`src/rtl/binario_bcd_pkg.sv`:
```
// Shared types and elaboration helpers for the serial binary-to-BCD converter.
package binario_bcd_pkg;

    localparam int DIGIT_W = 4;

    typedef enum logic [1:0] {
        IDLE  = 2'd0,
        SHIFT = 2'd1,
        DONE  = 2'd2
    } bcd_state_t;

    // Smallest digit count whose decimal range covers every bin_w-bit value.
    function automatic int bcd_digits_min(input int bin_w);
        longint unsigned max_val;
        longint unsigned pow10;
        int              digits;
        max_val = (bin_w >= 64) ? 64'hFFFF_FFFF_FFFF_FFFF : ((64'd1 << bin_w) - 64'd1);
        pow10   = 64'd10;
        digits  = 1;
        for (int i = 0; i < 19; i++) begin
            if (pow10 <= max_val) begin
                pow10  = pow10 * 64'd10;
                digits = digits + 1;
            end
        end
        return digits;
    endfunction

endpackage

```
`src/rtl/binario_bcd_serial_add3.sv`:
```
// Single-digit add-3 correction cell used before each double-dabble shift.
module bcd_add3
    import binario_bcd_pkg::*;
(
    input  logic [DIGIT_W-1:0] digit,
    output logic [DIGIT_W-1:0] adjusted
);

    assign adjusted = (digit >= 4'd5) ? (digit + 4'd3) : digit;

endmodule

```
`src/rtl/binario_bcd_serial.sv`:
```
// Serial shift-add-3 binary-to-BCD converter, one operand bit per clock.
// Optional two's-complement input when BINARIO_BCD_SIGNED_EN is defined.
//
// state | meaning
// IDLE  | waiting for an operand, in_ready high
// SHIFT | one adjust+shift per cycle, busy high
// DONE  | result held on bcd/neg with out_valid until out_ready
module binario_bcd_serial
    import binario_bcd_pkg::*;
#(
    parameter int BIN_W  = 8,
    parameter int DIGITS = 3
)
(
    input  logic                      clk,
    input  logic                      rst_n,
    input  logic                      in_valid,
    output logic                      in_ready,
    input  logic [BIN_W-1:0]          bin,
    output logic                      out_valid,
    input  logic                      out_ready,
    output logic [DIGIT_W*DIGITS-1:0] bcd,
    output logic                      neg,
    output logic                      busy
);

    localparam int BCD_W = DIGIT_W * DIGITS;
    localparam int CNT_W = $clog2(BIN_W + 1);

    if (BIN_W < 2) begin : g_bad_width
        $error("binario_bcd_serial: BIN_W must be at least 2");
    end
    if (DIGITS < bcd_digits_min(BIN_W)) begin : g_bad_digits
        $error("binario_bcd_serial: DIGITS too small to hold 2**BIN_W-1");
    end

    bcd_state_t       state;
    logic [CNT_W-1:0] cnt;
    logic [BIN_W-1:0] shreg;
    logic [BCD_W-1:0] acc;
    logic [BCD_W-1:0] acc_adj;
    logic             in_ready_r;
    logic             out_valid_r;
    logic             busy_r;
    logic [BIN_W-1:0] load_mag;
    logic             load_neg;
    logic             unused_carry;

    for (genvar g = 0; g < DIGITS; g++) begin : g_adj
        bcd_add3 u_add3 (
            .digit    (acc[g*DIGIT_W +: DIGIT_W]),
            .adjusted (acc_adj[g*DIGIT_W +: DIGIT_W])
        );
    end

    // With enough digits the top accumulator bit is always 0 when shifted out.
    assign unused_carry = acc_adj[BCD_W-1];

`ifdef BINARIO_BCD_SIGNED_EN
    logic neg_r;

    // The most negative operand negates to itself, which reads correctly as unsigned.
    assign load_neg = bin[BIN_W-1];
    assign load_mag = load_neg ? (~bin + BIN_W'(1)) : bin;
    assign neg      = neg_r;

    always_ff @(posedge clk or negedge rst_n) begin
        if (!rst_n) begin
            neg_r <= 1'b0;
        end else if (state == IDLE && in_valid) begin
            neg_r <= load_neg;
        end
    end
`else
    assign load_neg = 1'b0;
    assign load_mag = bin;
    assign neg      = 1'b0;
`endif

    always_ff @(posedge clk or negedge rst_n) begin
        if (!rst_n) begin
            state       <= IDLE;
            cnt         <= '0;
            shreg       <= '0;
            acc         <= '0;
            in_ready_r  <= 1'b1;
            out_valid_r <= 1'b0;
            busy_r      <= 1'b0;
        end else begin
            case (state)
                IDLE: begin
                    if (in_valid) begin
                        shreg      <= load_mag;
                        acc        <= '0;
                        cnt        <= CNT_W'(BIN_W);
                        state      <= SHIFT;
                        in_ready_r <= 1'b0;
                        busy_r     <= 1'b1;
                    end
                end
                SHIFT: begin
                    acc   <= {acc_adj[BCD_W-2:0], shreg[BIN_W-1]};
                    shreg <= {shreg[BIN_W-2:0], 1'b0};
                    cnt   <= cnt - CNT_W'(1);
                    if (cnt == CNT_W'(1)) begin
                        state       <= DONE;
                        busy_r      <= 1'b0;
                        out_valid_r <= 1'b1;
                    end
                end
                DONE: begin
                    if (out_ready) begin
                        state       <= IDLE;
                        out_valid_r <= 1'b0;
                        in_ready_r  <= 1'b1;
                    end
                end
                default: begin
                    state       <= IDLE;
                    in_ready_r  <= 1'b1;
                    out_valid_r <= 1'b0;
                    busy_r      <= 1'b0;
                end
            endcase
        end
    end

    assign in_ready  = in_ready_r;
    assign out_valid = out_valid_r;
    assign busy      = busy_r;
    assign bcd       = acc;

endmodule

```
`config.mk`:
```
export PLATFORM = sky130hd
export DESIGN_NAME = binario_bcd_serial
export DESIGN_NICKNAME = d
export VERILOG_FILES = /design/src/rtl/binario_bcd_pkg.sv /design/src/rtl/binario_bcd_serial_add3.sv /design/src/rtl/binario_bcd_serial.sv
export SDC_FILE = /design/constraint.sdc
export NUM_CORES = 1
export LEC_CHECK = 0
export BUFFER_PORTS_ARGS = -buffer_cell sky130_fd_sc_hd__buf_2
export CORE_ASPECT_RATIO = 1.25
export CORE_UTILIZATION = 50
export DETAILED_ROUTE_END_ITERATION = 8
export HOLD_SLACK_MARGIN = 0.06
export PLACE_DENSITY_LB_ADDON = 0.15
export SETUP_SLACK_MARGIN = 0.05
export SLEW_MARGIN = 5
export SYNTH_ARGS = -nofsm -noshare
export SYNTH_HDL_FRONTEND = slang
export SYNTH_SLANG_ARGS = --single-unit
```
`constraint.sdc`:
```
create_clock -name clk -period 2.4 [get_ports clk]
set_input_delay 0.12 -clock clk [delete_from_list [all_inputs] [get_ports clk]]
set_output_delay 0.12 -clock clk [all_outputs]
set_load 0.01 [all_outputs]
```
==> reports/results.ini, run 1 <==
[run_status]
status = completed

[sta]
holdWs_ns = 0.113
finalHoldViolCount = 0
tightest_slew_ns = 0.657
setup_viol = 0
relSlewSlack_pct = 56.2
skew_ns = 0.00496
rsz0062_at_grt = false
max_freq_mhz = 576
min_period_over_period_pct = 72.3
period_minus_slack_ns = 1.74
finalSetupTns_ns = 0
slew_viol_final = 0

[flow_run]
drv_cap = 0

[place]
place.gp.congestion = 0.826
dpl.cell_count = 214
port_buffers = 26
dpl.hpwl_um = 2330
placed_area_mm2 = 0.00174

[route]
wl_per_cell_um = 15.3
drc = 0
routed_wl_um = 3400
drtIter0Drc = 37
antenna_left = 0
avgViaCountPerCell = 5.83
vias = 1300
drtPass1Iterations = 4

[cells_and_area]
antenna_cells = 0
post-route-util_pct = 57.7
final_cells = 223
area_growth_pct = 10.8
drive_gt1_share_pct = 23.1
fin_area_mm2 = 0.00184
nets = 205

[worst_setup_path]
crit_path_end_kind = flop
path_cells = nor2b_4 -> o2111ai_1 -> o311ai_1
required_ns = 2.58
cp_slowest_cell = dfrtp_1
critPathMaxStageDelay_ns = 0.76
criticalPathCategory = reg -> reg
cp_max_fo = 19
crit_arrival_ns = 1.92
worst_setup_path_start_kind = flop

[power_and_ir_drop]
ir_drop_mv = 0.883
p_leak_uw = 0.000849
power_density_mw_per_mm2 = 1370

[floorplanning]
initial_core_util_pct = 52.1
rows = 23
io_pins = 28
core_area_mm2 = 0.00319
fp.dieW_um = 53.6
die_area_mm2 = 0.00356
die_y_um = 66.5

[synth]
synthesis.area_mm2 = 0.00166
avgSynthCellArea_um2 = 10.3
ys_types = 39
yosys_warnings = 0
synth_seq_area_share_pct = 43.7
syn_inst = 162
synth-seq-cells = 29
synth_fp_nets = 182

[grt]
grt_pass1_wl_um = 5910
grt_pass1_vias = 1321
grt_remaining_overflow = 0
grt_usage_pct = 23.4
antenna_found_initial = 0
grt_max_degree = 30

[clock_tree]
insertion_delay_ns = 0.28
htree_levels = 2
clock_sinks = 29
clk_pin_slew_worst_paths_ns = 0.06
ctsRootBufferMaster = clkbuf_8
post_cts.repair.setup_buffers = 0
tritoncts = built
cts-resized-gates = 0
cts_buffer_depth = 2
cts_hold_buffers = 1
numCtsBuffers = 5

[min_path]
hold_path_class = in -> reg

==> final cells by class <==
type / count / area (um2)
fill: 297 / 1350
multi-input combinational: 107 / 783
sequential: 29 / 727
timing repair buffer: 27 / 140
clock buffer: 8 / 90.1
inverter: 15 / 56.3
tap: 37 / 46.3
==> final timing paths <==
| check | from | slack [ns] | cells after the start | endpoint |
|---|---|---|---|---|
| worst max register to register | state[0] | 0.66 | 3 | bcd[2] |
| worst max-delay path | state[0] | 0.66 | 3 | bcd[2] |
| worst min-delay path | bin[1] | 0.11 | 3 | shreg[1] |
| min in group asynchronous | rst_n | 0.40 | 2 | shreg[3] |
| max in group asynchronous | rst_n | 1.57 | 2 | cnt[0] |
| worst min register to register | shreg[7] | 0.49 | 2 | shreg[7] |
==> synthesized netlist by cell type <==
cell type	count	area [um2]
nor2b_4	1	13.8
a22oi_1	5	37.5
o22ai_1	1	6.26
nand2b_4	1	13.8
o221ai_1	3	26.3
clkbuf_1	2	7.51
o21bai_1	1	7.51
a22oi_2	1	12.5
o31ai_2	3	37.5
nor2_1	8	30.0
o2111ai_1	6	52.6
a22o_1	1	8.76
and3b_1	1	8.76
o21a_1	3	22.5
o21ai_0	7	35.0
conb_1	1	3.75
nand2b_1	1	6.26
nor2b_1	11	68.8
o32ai_1	3	26.3
o21ba_4	1	16.3
mux2_2	2	22.5
inv_1	15	56.3
and4bb_2	1	12.5
o21ai_1	6	30.0
mux2i_1	1	10.0
a32o_1	3	30.0
buf_2	2	10.0
o311ai_1	3	26.3
dfrtp_1	28	701
nand2_1	11	41.3
buf_8	1	15.0
a21oi_1	9	45.0
buf_4	1	7.51
buf_6	5	56.3
ha_1	8	100
dfstp_2	1	26.3
nor3_1	1	5.00
xnor2_1	2	17.5
o22a_1	1	8.76
==> routing by layer <==
metal | vias up | wire, um | GRT usage (%)
li1 | 626 | - | -
met1 | 637 | 1470 | 28.0
met4 | 0 | 57 | 10.9
met3 | 6 | 148 | 7.08
met2 | 31 | 1730 | 37.7
met5 | - | 0 | 0
==> cells in the final DEF, fill, tap and decap left out, drive strengths merged, types with 6 or more instances in the layout <==
cell	n
dfrtp	28
buf	26
inv	15
o21ai	13
nor2b	12
nand2	11
a21oi	9
nor2	8
ha	8
clkbuf	8
o2111ai	6
a22oi	6
==> registers in the layout, indices dropped and copies added, names as in the netlist <==
signal,count
bcd,12
out_valid,1
busy,1
state,2
in_ready,1
cnt,4
shreg,8
==> metrics by stage <==
stage          setup WS, ns  power [uW]
2_1_floorplan          1.03        1870
3_3_place_gp          0.760        2060
3_5_place_dp          0.677        2120
4_1_cts               0.667        2540
5_1_grt               0.510        2760
6_report              0.664        2520
==> critical path: cells and delay by family (launching register included) <==
kind / cells / cell delay, ns
flip-flops: 1 / 0.76
AND/OR/NAND/NOR: 1 / 0.55
AO/OA/AOI/OAI: 2 / 0.31
==> cell families after synthesis <==
| logic type | after synthesis | share of synthesized area (%) |
|---|---|---|
| other | 1 | 0.226 |
| AND/OR/NAND/NOR | 36 | 12.0 |
| flip-flops | 29 | 43.7 |
| multiplexers | 3 | 1.96 |
| buffers and inverters | 26 | 9.18 |
| AO/OA/AOI/OAI | 57 | 25.8 |
| adder cells (fa/ha/maj) | 8 | 6.02 |
| XOR/XNOR | 2 | 1.05 |
==> report_power, final <==
part / internal, uW / switching [uW] / total, uW
clock: 233 / 183 / 417
combinational: 535 / 615 / 1150
sequential: 711 / 243 / 953
Power figures use the tool's default switching activity.
==> run 2, diff against run 1 <==
clock period = 1.7 ns   (was 2.4 ns; I/O delays follow)
==> reports/results.ini, run 2 (same netlist as run 1, synthesis figures left out) <==
[sta]
skew_ns = 0.00416
finalSetupTns_ns = 0
relSlewSlack_pct = 56.0
holdWs_ns = 0.0787
period_minus_slack_ns = 1.48
fin_ws_ns = 0.218
slew_viol_final = 0
rsz0062_at_grt = false
max_freq_mhz = 675
tightest_slew_ns = 0.661
setup_viol = 0
min_period_over_period_pct = 87.2
finalHoldViolCount = 0

[cells_and_area]
antenna_cells = 0
fillCellCount = 270
seq_area_um2 = 727
multi_input_area_um2 = 783
area_growth_pct = 14.2
nets = 209
largest_register_ff_count = 12
mostFrequentLayoutCell = dfrtp_1
drive_gt1_share_pct = 25.3
final_cells = 227
final_cell_mix = 28 x dfrtp_1, 26 x buf_2, 15 x inv_1, 11 x nor2b_1, 11 x nand2_1

[route]
met3_wirelength_um = 141
avgViaCountPerCell = 5.85
drtIter0Drc = 29
drtPass1Iterations = 4
antenna_left = 0
wl_per_cell_um = 15.2
wl_met2_um = 1770
drc = 0
met1_length_um = 1440
routed_wl_um = 3450
highest_layer = met4
vias = 1328

[place]
place.gp.congestion = 0.817
post-place-ws_ns = 0.249
dpl.cell_count = 218
port_buffers = 26
dpl.hpwl_um = 2450

[clock_tree]
clk_pin_slew_worst_paths_ns = 0.06
cts_buffer_depth = 2
insertion_delay_ns = 0.28
cts-resized-gates = 0
tritoncts = built
clock_sinks = 29
htree_levels = 2
numCtsBuffers = 5
ctsRootBufferMaster = clkbuf_8
post_cts.repair.setup_buffers = 0

[floorplanning]
initial_core_util_pct = 52.1
die_area_mm2 = 0.00356
fp.dieW_um = 53.6
io_pins = 28
die_y_um = 66.5
core_area_mm2 = 0.00319
rows = 23

[worst_setup_path]
crit_path_end_kind = flop
worst_setup_path_start_kind = flop
crit_arrival_ns = 1.66
criticalPathCategory = reg -> reg
required_ns = 1.88
cp_max_fo = 5

[grt]
grt_usage_pct = 22.4
grt_max_degree = 30
grt_remaining_overflow = 0
antenna_found_initial = 0
grt_pass1_vias = 1292
grt_pass1_wl_um = 5550

[min_path]
hold_path_class = in -> reg

[run_status]
status = completed

[power_and_ir_drop]
ir_drop_mv = 1.05
p_leak_uw = 0.000882
power_density_mw_per_mm2 = 1980

[flow_run]
drv_cap = 0

==> run 2: through the flow <==
step                      util, %  power (uW)  area (um2)
after floorplan                 -        2640        1660
after global placement       55.5        2960        1770
after detailed placement     55.5        3060        1770
after CTS                    59.5        3810        1900
after global routing         59.5        4070        1900
final                        59.5        3770        1900
==> run 2: routing by layer <==
metal | vias to the layer above | GRT usage, %
met5 | - | 0
met4 | 0 | 14.5
met3 | 9 | 7.08
met2 | 35 | 36.7
met1 | 650 | 24.2
li1 | 634 | -
==> run 2: what timing repair did <==
action / in CTS / in global routing
endpoints found under the setup margin: 0 / 0
hold buffers: 1 / 0
hold endpoints to repair: 28 / 0
==> run 2: area by class of cell <==
| type | instances | area share (%) |
|---|---|---|
| clock buffers | 7 | 4.55 |
| clock inverters | 1 | 1.58 |
| inverters | 15 | 2.96 |
| multi-input cells | 107 | 41.2 |
| flip-flops and latches | 29 | 38.3 |
| well taps | 37 | 2.44 |
| repair buffers | 31 | 8.96 |
==> run 2: critical path, cell delays in order, from the launching register on <==
cell	delay, ns
dfrtp_1	0.41
inv_1	0.09
ha_1	0.25
nor2b_1	0.17
o21a_1	0.21
o32ai_1	0.24
==> run 2: final timing paths <==
path                       cells past startpoint        to  slack, ns  startpoint
setup reg to reg                               5    bcd[4]       0.22      bcd[0]
max in group asynchronous                      2    bcd[8]       0.90       rst_n
min in group asynchronous                      2   bcd[11]       0.37       rst_n
hold / removal                                 3  shreg[4]       0.08      bin[4]
hold reg to reg                                2  shreg[7]       0.48    shreg[7]
setup / recovery                               5    bcd[4]       0.22      bcd[0]
==> run 2: power by group <==
part	switching (uW)	leakage (uW)	internal [uW]
Combinational	950	0.000459	794
Sequential	285	0.000364	1000
Clock	257	0.0000585	477
